**src/rtl/wb_arbiter_if.sv**
```systemverilog
// Register-file write port bundle shared by write-back,
// the MDU result path and the write arbiter.
interface wb_arbiter_if;
  logic        i_wb_valid;
  logic [4:0]  i_wb_rd_num;
  logic [31:0] i_wb_rd;
  logic        i_mdu_valid;
  logic [4:0]  i_mdu_rd_num;
  logic [31:0] i_mdu_rd;
  logic        o_mdu_ready;
  logic        rf_we;
  logic [4:0]  rf_rd_num;
  logic [31:0] rf_rd;
  logic        stall_req;
  logic        o_err;

  modport slave (
    input  i_wb_valid, i_wb_rd_num, i_wb_rd,
    input  i_mdu_valid, i_mdu_rd_num, i_mdu_rd,
    output o_mdu_ready, rf_we, rf_rd_num, rf_rd,
    output stall_req, o_err
  );

  modport master (
    output i_wb_valid, i_wb_rd_num, i_wb_rd,
    output i_mdu_valid, i_mdu_rd_num, i_mdu_rd,
    input  o_mdu_ready, rf_we, rf_rd_num, rf_rd,
    input  stall_req, o_err
  );
endinterface

```
**src/rtl/wb_arbiter.sv**
```systemverilog
// Arbitrates the single register-file write port between
// write-back and a buffered MDU result with starvation stall.
module wb_arbiter #(
  parameter int unsigned STARVE_LIMIT = 4
) (
  input logic         i_clk,
  input logic         i_rst,
  wb_arbiter_if.slave bus
);
  typedef enum logic [1:0] {
    IDLE  = 2'd0,
    PEND  = 2'd1,
    STALL = 2'd2
  } state_t;

  localparam logic [3:0] LIM = 4'(STARVE_LIMIT);

  state_t      state, state_nxt;
  logic [3:0]  cnt, cnt_nxt, cnt_inc;
  logic [4:0]  hold_num;
  logic [31:0] hold_dat;
  logic        cap;
  logic        wb_req;
  logic        we_nxt;
  logic [4:0]  num_nxt;
  logic [31:0] dat_nxt;
  logic        err_nxt;

  assign wb_req  = bus.i_wb_valid &&
                   (bus.i_wb_rd_num != 5'd0);
  assign cnt_inc = (cnt == 4'hF) ? cnt : cnt + 4'd1;

  assign bus.o_mdu_ready = (state == IDLE) && !i_rst;
  assign bus.stall_req   = (state == STALL);

  always_comb begin
    state_nxt = state;
    cnt_nxt   = cnt;
    cap       = 1'b0;
    we_nxt    = 1'b0;
    num_nxt   = bus.rf_rd_num;
    dat_nxt   = bus.rf_rd;
    err_nxt   = bus.o_err;
    unique case (state)
      IDLE: begin
        if (wb_req) begin
          we_nxt  = 1'b1;
          num_nxt = bus.i_wb_rd_num;
          dat_nxt = bus.i_wb_rd;
        end
        if (bus.i_mdu_valid) begin
          cap       = 1'b1;
          state_nxt = PEND;
          cnt_nxt   = 4'd0;
        end
      end
      PEND: begin
        if (wb_req) begin
          we_nxt  = 1'b1;
          num_nxt = bus.i_wb_rd_num;
          dat_nxt = bus.i_wb_rd;
          // Same target: the younger write-back value wins
          if (bus.i_wb_rd_num == hold_num) begin
            state_nxt = IDLE;
            cnt_nxt   = 4'd0;
          end else begin
            cnt_nxt = cnt_inc;
            if (cnt_inc >= LIM) state_nxt = STALL;
          end
        end else begin
          if (hold_num != 5'd0) begin
            we_nxt  = 1'b1;
            num_nxt = hold_num;
            dat_nxt = hold_dat;
          end
          state_nxt = IDLE;
          cnt_nxt   = 4'd0;
        end
      end
      STALL: begin
        if (hold_num != 5'd0) begin
          we_nxt  = 1'b1;
          num_nxt = hold_num;
          dat_nxt = hold_dat;
        end
        if (wb_req) err_nxt = 1'b1;
        state_nxt = IDLE;
        cnt_nxt   = 4'd0;
      end
      default: begin
        state_nxt = IDLE;
        cnt_nxt   = 4'd0;
      end
    endcase
  end

  always_ff @(posedge i_clk or posedge i_rst) begin
    if (i_rst) begin
      state         <= IDLE;
      cnt           <= 4'd0;
      hold_num      <= 5'd0;
      hold_dat      <= 32'd0;
      bus.rf_we     <= 1'b0;
      bus.rf_rd_num <= 5'd0;
      bus.rf_rd     <= 32'd0;
      bus.o_err     <= 1'b0;
    end else begin
      state         <= state_nxt;
      cnt           <= cnt_nxt;
      bus.rf_we     <= we_nxt;
      bus.rf_rd_num <= num_nxt;
      bus.rf_rd     <= dat_nxt;
      bus.o_err     <= err_nxt;
      if (cap) begin
        hold_num <= bus.i_mdu_rd_num;
        hold_dat <= bus.i_mdu_rd;
      end
    end
  end
endmodule
```
**src/flat_wrapper.sv**
```systemverilog
// flat-port wrapper written by rule: the top's interface ports become plain ports
module wb_arbiter_flat 
#(
  parameter int unsigned STARVE_LIMIT = 4
)
  (i_clk, i_rst, bus_i_wb_valid, bus_i_wb_rd_num, bus_i_wb_rd, bus_i_mdu_valid, bus_i_mdu_rd_num, bus_i_mdu_rd, bus_o_mdu_ready, bus_rf_we, bus_rf_rd_num, bus_rf_rd, bus_stall_req, bus_o_err);
  wb_arbiter_if bus_i ();
  input logic i_clk;
  input logic i_rst;
  input wire logic [$bits(bus_i.i_wb_valid)-1:0] bus_i_wb_valid;
  input wire logic [$bits(bus_i.i_wb_rd_num)-1:0] bus_i_wb_rd_num;
  input wire logic [$bits(bus_i.i_wb_rd)-1:0] bus_i_wb_rd;
  input wire logic [$bits(bus_i.i_mdu_valid)-1:0] bus_i_mdu_valid;
  input wire logic [$bits(bus_i.i_mdu_rd_num)-1:0] bus_i_mdu_rd_num;
  input wire logic [$bits(bus_i.i_mdu_rd)-1:0] bus_i_mdu_rd;
  output wire logic [$bits(bus_i.o_mdu_ready)-1:0] bus_o_mdu_ready;
  output wire logic [$bits(bus_i.rf_we)-1:0] bus_rf_we;
  output wire logic [$bits(bus_i.rf_rd_num)-1:0] bus_rf_rd_num;
  output wire logic [$bits(bus_i.rf_rd)-1:0] bus_rf_rd;
  output wire logic [$bits(bus_i.stall_req)-1:0] bus_stall_req;
  output wire logic [$bits(bus_i.o_err)-1:0] bus_o_err;
  assign bus_i.i_wb_valid = bus_i_wb_valid;
  assign bus_i.i_wb_rd_num = bus_i_wb_rd_num;
  assign bus_i.i_wb_rd = bus_i_wb_rd;
  assign bus_i.i_mdu_valid = bus_i_mdu_valid;
  assign bus_i.i_mdu_rd_num = bus_i_mdu_rd_num;
  assign bus_i.i_mdu_rd = bus_i_mdu_rd;
  assign bus_o_mdu_ready = bus_i.o_mdu_ready;
  assign bus_rf_we = bus_i.rf_we;
  assign bus_rf_rd_num = bus_i.rf_rd_num;
  assign bus_rf_rd = bus_i.rf_rd;
  assign bus_stall_req = bus_i.stall_req;
  assign bus_o_err = bus_i.o_err;
  wb_arbiter #(.STARVE_LIMIT(STARVE_LIMIT)) u_core (.i_clk(i_clk), .i_rst(i_rst), .bus(bus_i));
endmodule
```
**config.mk**
```make
export PLATFORM = sky130hd
export DESIGN_NAME = wb_arbiter_flat
export DESIGN_NICKNAME = d
export VERILOG_FILES = /design/src/rtl/wb_arbiter_if.sv /design/src/rtl/wb_arbiter.sv /design/src/flat_wrapper.sv
export SDC_FILE = /design/constraint.sdc
export NUM_CORES = 1
export LEC_CHECK = 0
export CAP_MARGIN = 15
export CORE_ASPECT_RATIO = 0.7
export CORE_UTILIZATION = 37
export CTS_CLUSTER_DIAMETER = 60
export DETAILED_ROUTE_END_ITERATION = 8
export HOLD_SLACK_MARGIN = 0.03
export SYNTH_ARGS = -nofsm -noshare
export SYNTH_HDL_FRONTEND = slang
export SYNTH_SLANG_ARGS = --single-unit
```
**constraint.sdc**
```tcl
create_clock -name i_clk -period 3.4 [get_ports i_clk]
set_clock_uncertainty 0.1 [all_clocks]
set_input_delay 0.34 -clock i_clk [delete_from_list [all_inputs] [get_ports i_clk]]
set_output_delay 0.34 -clock i_clk [all_outputs]
set_load 0.01 [all_outputs]
```
After elaboration in Yosys (flattened, before gate mapping)

Index checks and enable logic that the tools add are counted.

Logic and storage cells: 51
Input port bits: 78
Flip-flop bits (word level): 82
Output and inout port bits: 41

$add $sub $neg: 1
Eq/ne operators: 7
Order comparisons: 1
Multiplexer cells: 24
Reductions and logical operators: 10

Operators by type and width:

| operator            | count |
|---|---|
| $mux 32             | 3 |
| $pmux 32 s3         | 1 |
| $mux 4              | 4 |
| $mux 5              | 3 |
| $pmux 5 s3          | 1 |
| $reduce_bool 5->1   | 2 |
| $mux 2              | 4 |
| $pmux 4 s2          | 1 |
| $reduce_and 2->1    | 3 |
| $eq 5x5->1          | 1 |
| $mux 1              | 5 |
| $add 4x1->4 const B | 1 |
| $eq 4x4->1 const B  | 1 |
| $ge 4x3->1 const B  | 1 |
| $ne 4x4->1 const B  | 1 |
| $pmux 2 s2          | 1 |
| $pmux 1 s3          | 1 |
| $reduce_bool 3->1   | 1 |
| $eq 2x1->1 const B  | 1 |
| $eq 2x2->1 const B  | 1 |
| $logic_and 1x1->1   | 2 |
| $logic_not 2->1     | 1 |
| $ne 2x1->1 const B  | 1 |
| $ne 2x2->1 const B  | 1 |
| $logic_not 1->1     | 1 |

Longest topological paths before layout

Gate-level depths: netlist (run 1).

Depth in word-level cells: 7
Mapped depth: 9

Least setup slack after synthesis (run 1)

No wires, ideal clock.

Kind: flip-flop to flip-flop
Start point: register u_core.state[0]
End point: register u_core.bus.rf_rd[10]
Clock period less this slack: 1.950 ns
Stages on the path, launching flop included: 9
Path slack: 1.450 ns
Arrival: 1.713 ns
Cell sequence: dfrtp_1 inv_1 ha_1 nand4bb_1 o211a_1 buf_2 clkbuf_1 a2bb2oi_1 a21oi_1

Word-level cells in the longest chain between the ends: 3
Elaborated cells on any way between the ends: 7
Classes of those cells: eq/ne (3); mux (1); reduce/logical (3)

RTL lines:

| what                                                             | RTL line            | source |
|---|---|---|
| start, declared                                                  | wb_arbiter.sv:18    | `state_t state, state_nxt;` |
| start signal, assigned                                           | wb_arbiter.sv:108   | `state <= state_nxt;` |
| $eq 2x2->1, or another cell as far along                         | wb_arbiter.sv:44    | `unique case (state)` |
| $reduce_bool 3->1 (no source line) or $ne 2x1->1 (tied branches) | --                  |  |
| $reduce_and 2->1 (no source line)                                | --                  |  |
| end signal, assigned                                             | wb_arbiter.sv:112   | `bus.rf_rd <= dat_nxt;` |
| end, declared                                                    | wb_arbiter_if.sv:20 | `output o_mdu_ready, rf_we, rf_rd_num, rf_rd,` |

Parallel ways exist; a longest one is shown, timed or not.
A chain may end at the register's enable or synchronous reset.

Worst setup path after layout (run 1)

Start point: register u_core.state[1]
End point: register u_core.bus.rf_rd[17]

Same word-level chain as after synthesis.

==> results.toml, run 1 <==
[sta]
grt_setup_unrepaired = "no"
tns_ps = 0
fin_ws_ps = 867
finalSetupViolations = 0
worstMarginPinSlew_ps = 986
fin_crit_ps = 2530
slew_violations = 0
whs_ps = 363
max_freq_mhz = 395
timing.max_slew.rel_slack_pct = 34.1
hold_violations = 0
fin_crit_sh_pct = 74.5

[pwr]
p_leak_nw = 2.40
ir_drop_uv = 410
powerDensity_nw_per_um2 = 882

[routing]
avgRoutedWirePerCell_um = 16.7
drt-total-wl_um = 10200
drc_errors = 0
drtIter0Drc = 128
ant_nets = 0
drt-pass1-iter-count = 4
viasPerCell = 5.02
vias = 3079

[layout]
drive_gt1_share_pct = 16.1
syn_to_final_growth_pct = 39.7
final_common_cell = "clkdlybuf4s50_1"
mostFrequentLayoutCells = "clkdlybuf4s50_1, dfrtp_1, a21oi_1"
final_area_sq_um = 5700
antenna_cells = 0
nets = 543

[worst_setup_path]
critical_path_arrival_ps = 2630
crit_required_ps = 3500
critPathMaxStageDelay_ps = 580
critPathBufInv = 2
cp-end-kind = "flip-flop"
worstSetupStartpointType = "flip-flop"
slowest_stage = "o211a_1"
worstSetupPathType = "flip-flop to flip-flop"
critPathMaxFanout = 20
path_cells = "inv_1 -> ha_1 -> nand4bb_1 -> o211a_1 -> buf_4 -> a2bb2oi_1 -> a21oi_1"
crit_family = "compound AO/OA/AOI/OAI gates"

[clocking]
cts_resized = 0
hold_buffers = 0
cts.path.max_buffers = 2
clk_pin_slew_ps = 60
post_cts_buffers = 0
cts_root_buf = "clkbuf_16"
numCtsBuffers = 9
clk_latency_ps = 330
cts_sinks = 82
cts_tree = "yes"
htreeDepth = 3

[global_routing]
grt_pass1_vias = 3048
grt_pass1_wl_um = 16200
antenna_found_initial = 0
grt_overflow = 0
grtUsageTotal_pct = 18.5
grt_start_max_net_pins = 44

[synthesis]
ys_warn_count = 0
synth_area_sq_um = 4080
ys_types = 38
syn_avg_cell_area_sq_um = 11.7
synthMuxAreaShare_pct = 18.3
synth_simple_gate_area_share_pct = 6.72
seq_area_frac_synth_pct = 50.3
synth_xor_xnor_area_share_pct = 1.29
synth.ff_latch_count = 82
synth_top_family_by_area = "multiplexers"
synthCells = 350
async_flop_share_pct = 100
ys.flop_type = "dfrtp_1"
synth-edff-count = 0
synth_nets = 433
synth_fa_ha_area_share_pct = 1.53
synth_compound_area_share_pct = 17.8

[floorplanning]
die-area_sq_um = 11500
top_level_ports = 119
die_h_um = 89.8
start_util_pct = 38.8
die_w_um = 127
fp-row-count = 31
coreArea_sq_um = 10500

[place]
pre_cts_ws_ps = 728
dpl_cell_area_sq_um = 5380
port_buffers = 118
dp_hpwl_um = 7010
place_congestion = 0.736

[outcome]
status = "finished clean"

[worst_hold_path]
hp-class = "primary input to asynchronous set/reset pin"

[run]
maxCapViolations = 0
## power breakdown
group,switching (mW),leakage (nW),internal [mW]
combinational,0.931,1.26,1.25
sequential,0.364,0.976,1.45
clock,0.373,0.156,0.650
## cell usage after synthesis (4+ instances only)
cell type	count	area share, %
inv_1	4	0.37
buf_6	5	1.4
nor2_1	41	3.8
a2bb2oi_1	29	6.2
a2bb2oi_2	8	2.9
mux2i_1	32	7.9
clkbuf_1	11	1.0
buf_2	6	0.74
dfrtp_1	82	50
a21oi_1	50	6.1
mux2_2	38	10
ha_1	5	1.5
## metal layers
layer | vias up | share of wire [%] | global-route usage [%]
met5 | - | 0 | 0
met4 | 0 | 1.0 | 5.46
met3 | 11 | 8.2 | 6.37
met2 | 103 | 41 | 26.1
met1 | 1475 | 49 | 26.6
li1 | 1490 | - | -
## flip-flops by register name (all words and copies together), names as in the netlist
| register | count |
|---|---|
| u_core.bus.o_err | 1 |
| u_core.bus.rf_rd | 32 |
| u_core.bus.rf_rd_num | 5 |
| u_core.bus.rf_we | 1 |
| u_core.cnt | 4 |
| u_core.hold_dat | 32 |
| u_core.hold_num | 5 |
| u_core.state | 2 |
## final cells by class
| cell class | count | area (sq um) |
|---|---|---|
| multi-input cells | 239 | 1890 |
| well taps | 148 | 185 |
| fillers | 901 | 4820 |
| clock buffers | 15 | 288 |
| repair buffers | 124 | 1240 |
| inverters | 4 | 16.3 |
| flip-flops and latches | 82 | 2050 |
| clock inverters | 1 | 30.0 |
## worst reg2reg max path: stages, from the launching register on
cell       delay [ps]
dfrtp_1           420
inv_1              90
ha_1              370
nand4bb_1         140
o211a_1           580
buf_4             420
a2bb2oi_1         200
a21oi_1            90
## per-stage QoR
| stage | total power, mW | util (%) | cells |
|---|---|---|---|
| 2_1_floorplan | 3.17 | - | 350 |
| 3_3_place_gp | 3.97 | 51.2 | 597 |
| 3_5_place_dp | 4.02 | 51.2 | 597 |
| 4_1_cts | 5.08 | 54.2 | 613 |
| 5_1_grt | 5.34 | 54.2 | 613 |
| 6_report | 5.03 | 54.2 | 613 |
## worst paths after layout
check	from	end	slack (ps)	cells past startpoint
min in group i_clk	u_core.bus.o_err	u_core.bus.o_err	380	1
min	i_rst	u_core.state[0]	360	2
max	u_core.state[1]	u_core.bus.rf_rd[17]	870	7
min reg2reg	u_core.bus.o_err	u_core.bus.o_err	380	1
max reg2reg	u_core.state[1]	u_core.bus.rf_rd[17]	870	7
max in group asynchronous	i_rst	u_core.hold_dat[15]	2170	3
## cells by family (layout without fill, tap and decap cells)
family | after synthesis | count (layout)
AO/OA/AOI/OAI | 100 | 100
XOR/XNOR | 6 | 6
adder cells (fa/ha/maj) | 5 | 5
buffers and inverters | 29 | 144
flip-flops | 82 | 82
multiplexers | 70 | 70
AND/OR/NAND/NOR | 58 | 58
(Power assumes the default switching activity.)
==> run 2, diff against run 1 <==
PLACE_DENSITY = 0.67   (was not set)
clock period = 2.2 ns   (was 3.4 ns; I/O delays follow)
==> run 2 against run 1 <==
  * Cell count is 2.3% higher
  * Critical endpoint is now bus_o_mdu_ready
  * Sequential power rose by 53%
  * Count of clock-buffer cells in the layout fell by 4
==> results.toml, run 2 (synthesized netlist as in run 1, its figures left out) <==
[global_routing]
grtUsageTotal_pct = 18.8
grt_start_max_net_pins = 51
grt_overflow = 0
grt_pass1_vias = 3258
antenna_found_initial = 0
grt_pass1_wl_um = 16700

[worst_setup_path]
worstReg2RegStart = "u_core.hold_num[0]"
critPathMaxStageDelay_ps = 540
path_cells = "inv_1 -> ha_4 -> nor2b_1 -> clkdlybuf4s50_1"
worstSetupPathType = "flip-flop to output pin"
worstSetupStartpointType = "flip-flop"
slowest_stage = "clkdlybuf4s50_1"
crit_start = "u_core.state[0]"
cp-end-kind = "output pin"
critical_path_arrival_ps = 1760
crit_family = "buffers and inverters"
critPathBufInv = 2
crit_required_ps = 1880
critPathMaxFanout = 6

[layout]
syn_to_final_growth_pct = 44.5
final_common_cell = "clkdlybuf4s50_1"
reg_top3 = "u_core.bus.rf_rd x32, u_core.hold_dat x32"
instances_no_fill = 627
nets = 559
regArea_sq_um = 2050
drive_gt1_share_pct = 19.2
multi_input_area_sq_um = 1900
fillers = 921
utilization_pct = 56.1
mostFrequentLayoutCells = "clkdlybuf4s50_1, dfrtp_1, a21oi_1"
antenna_cells = 0

[pwr]
p_total_mw = 7.86
p_leak_nw = 2.50
powerDensity_nw_per_um2 = 1330
ir_drop_uv = 552

[place]
port_buffers = 118
dp_hpwl_um = 7140
dp_cells = 612
place_congestion = 0.752

[sta]
timing.max_slew.rel_slack_pct = 61.3
finalSetupViolations = 0
hold_violations = 0
whs_ps = 139
fin_crit_sh_pct = 94.5
max_freq_mhz = 481
slew_violations = 0
fin_crit_ps = 2080
grt_setup_unrepaired = "no"
worstMarginPinSlew_ps = 575

[floorplanning]
die_h_um = 89.8
die_w_um = 127
coreArea_sq_um = 10500
die-area_sq_um = 11500
top_level_ports = 119
start_util_pct = 38.8
fp-row-count = 31

[worst_hold_path]
hp-class = "primary input to asynchronous set/reset pin"

[routing]
drc_errors = 0
viasPerCell = 5.09
drt-pass1-iter-count = 5
drt-total-wl_um = 10000
drtIter0Drc = 152
ant_nets = 0
vias = 3191
avgRoutedWirePerCell_um = 16.0

[clocking]
cts_root_buf = "clkbuf_16"
htreeDepth = 3
clk_pin_slew_ps = 60
cts_sinks = 82
numCtsBuffers = 9
cts_tree = "yes"
cts.path.max_buffers = 2
clk_latency_ps = 330

[outcome]
status = "finished clean"

[run]
maxCapViolations = 0
## run 2: area by class of cell
| type | count | area share [%] |
|---|---|---|
| inverters | 4 | 0.318 |
| clock inverters | 3 | 0.679 |
| flip-flops and latches | 82 | 34.8 |
| multi-input cells | 239 | 32.2 |
| clock buffers | 11 | 4.29 |
| repair buffers | 140 | 24.5 |
| well taps | 148 | 3.14 |
## run 2: per-layer routing
layer	vias to the layer above	global-route usage (%)	wire length, um
li1	1528	-	-
met1	1555	24.9	4660
met2	97	29.9	4630
met3	11	5.18	616
met4	0	5.36	123
met5	-	0	0
## run 2: worst paths after layout
check | to | slack [ps] | depth (start not counted)
min in group i_clk | u_core.bus.o_err | 360 | 1
max reg2reg | u_core.bus.rf_rd[13] | 180 | 6
max in group asynchronous | u_core.bus.rf_rd[13] | 1260 | 3
max | bus_o_mdu_ready | 120 | 4
min reg2reg | u_core.bus.o_err | 360 | 1
min | u_core.state[0] | 140 | 2
## run 2: repair_timing
action                                  CTS  global route
hold buffers                              0             0
cloned                                    0             0
pin swaps                                 0             0
endpoints found under the setup margin    1             4
gates resized for setup                   1             1
buffers inserted                          0             1
## run 2: through the flow
| step | instance area (sq um) | setup TNS, ps | worst slack, ps |
|---|---|---|---|
| after floorplan | 4080 | 0 | 250 |
| after CTS | 5880 | 0 | 51.8 |
| after global placement | 5580 | -5.15 | -5.15 |
| after detailed placement | 5580 | -568 | -59.5 |
| after global routing | 5890 | 0 | 23.3 |
| final | 5890 | 0 | 120 |
## run 2: report_power, final
part	switching, mW	internal (mW)
clock network	0.550	0.924
logic	1.48	2.12
registers	0.540	2.25
total	2.57	5.29
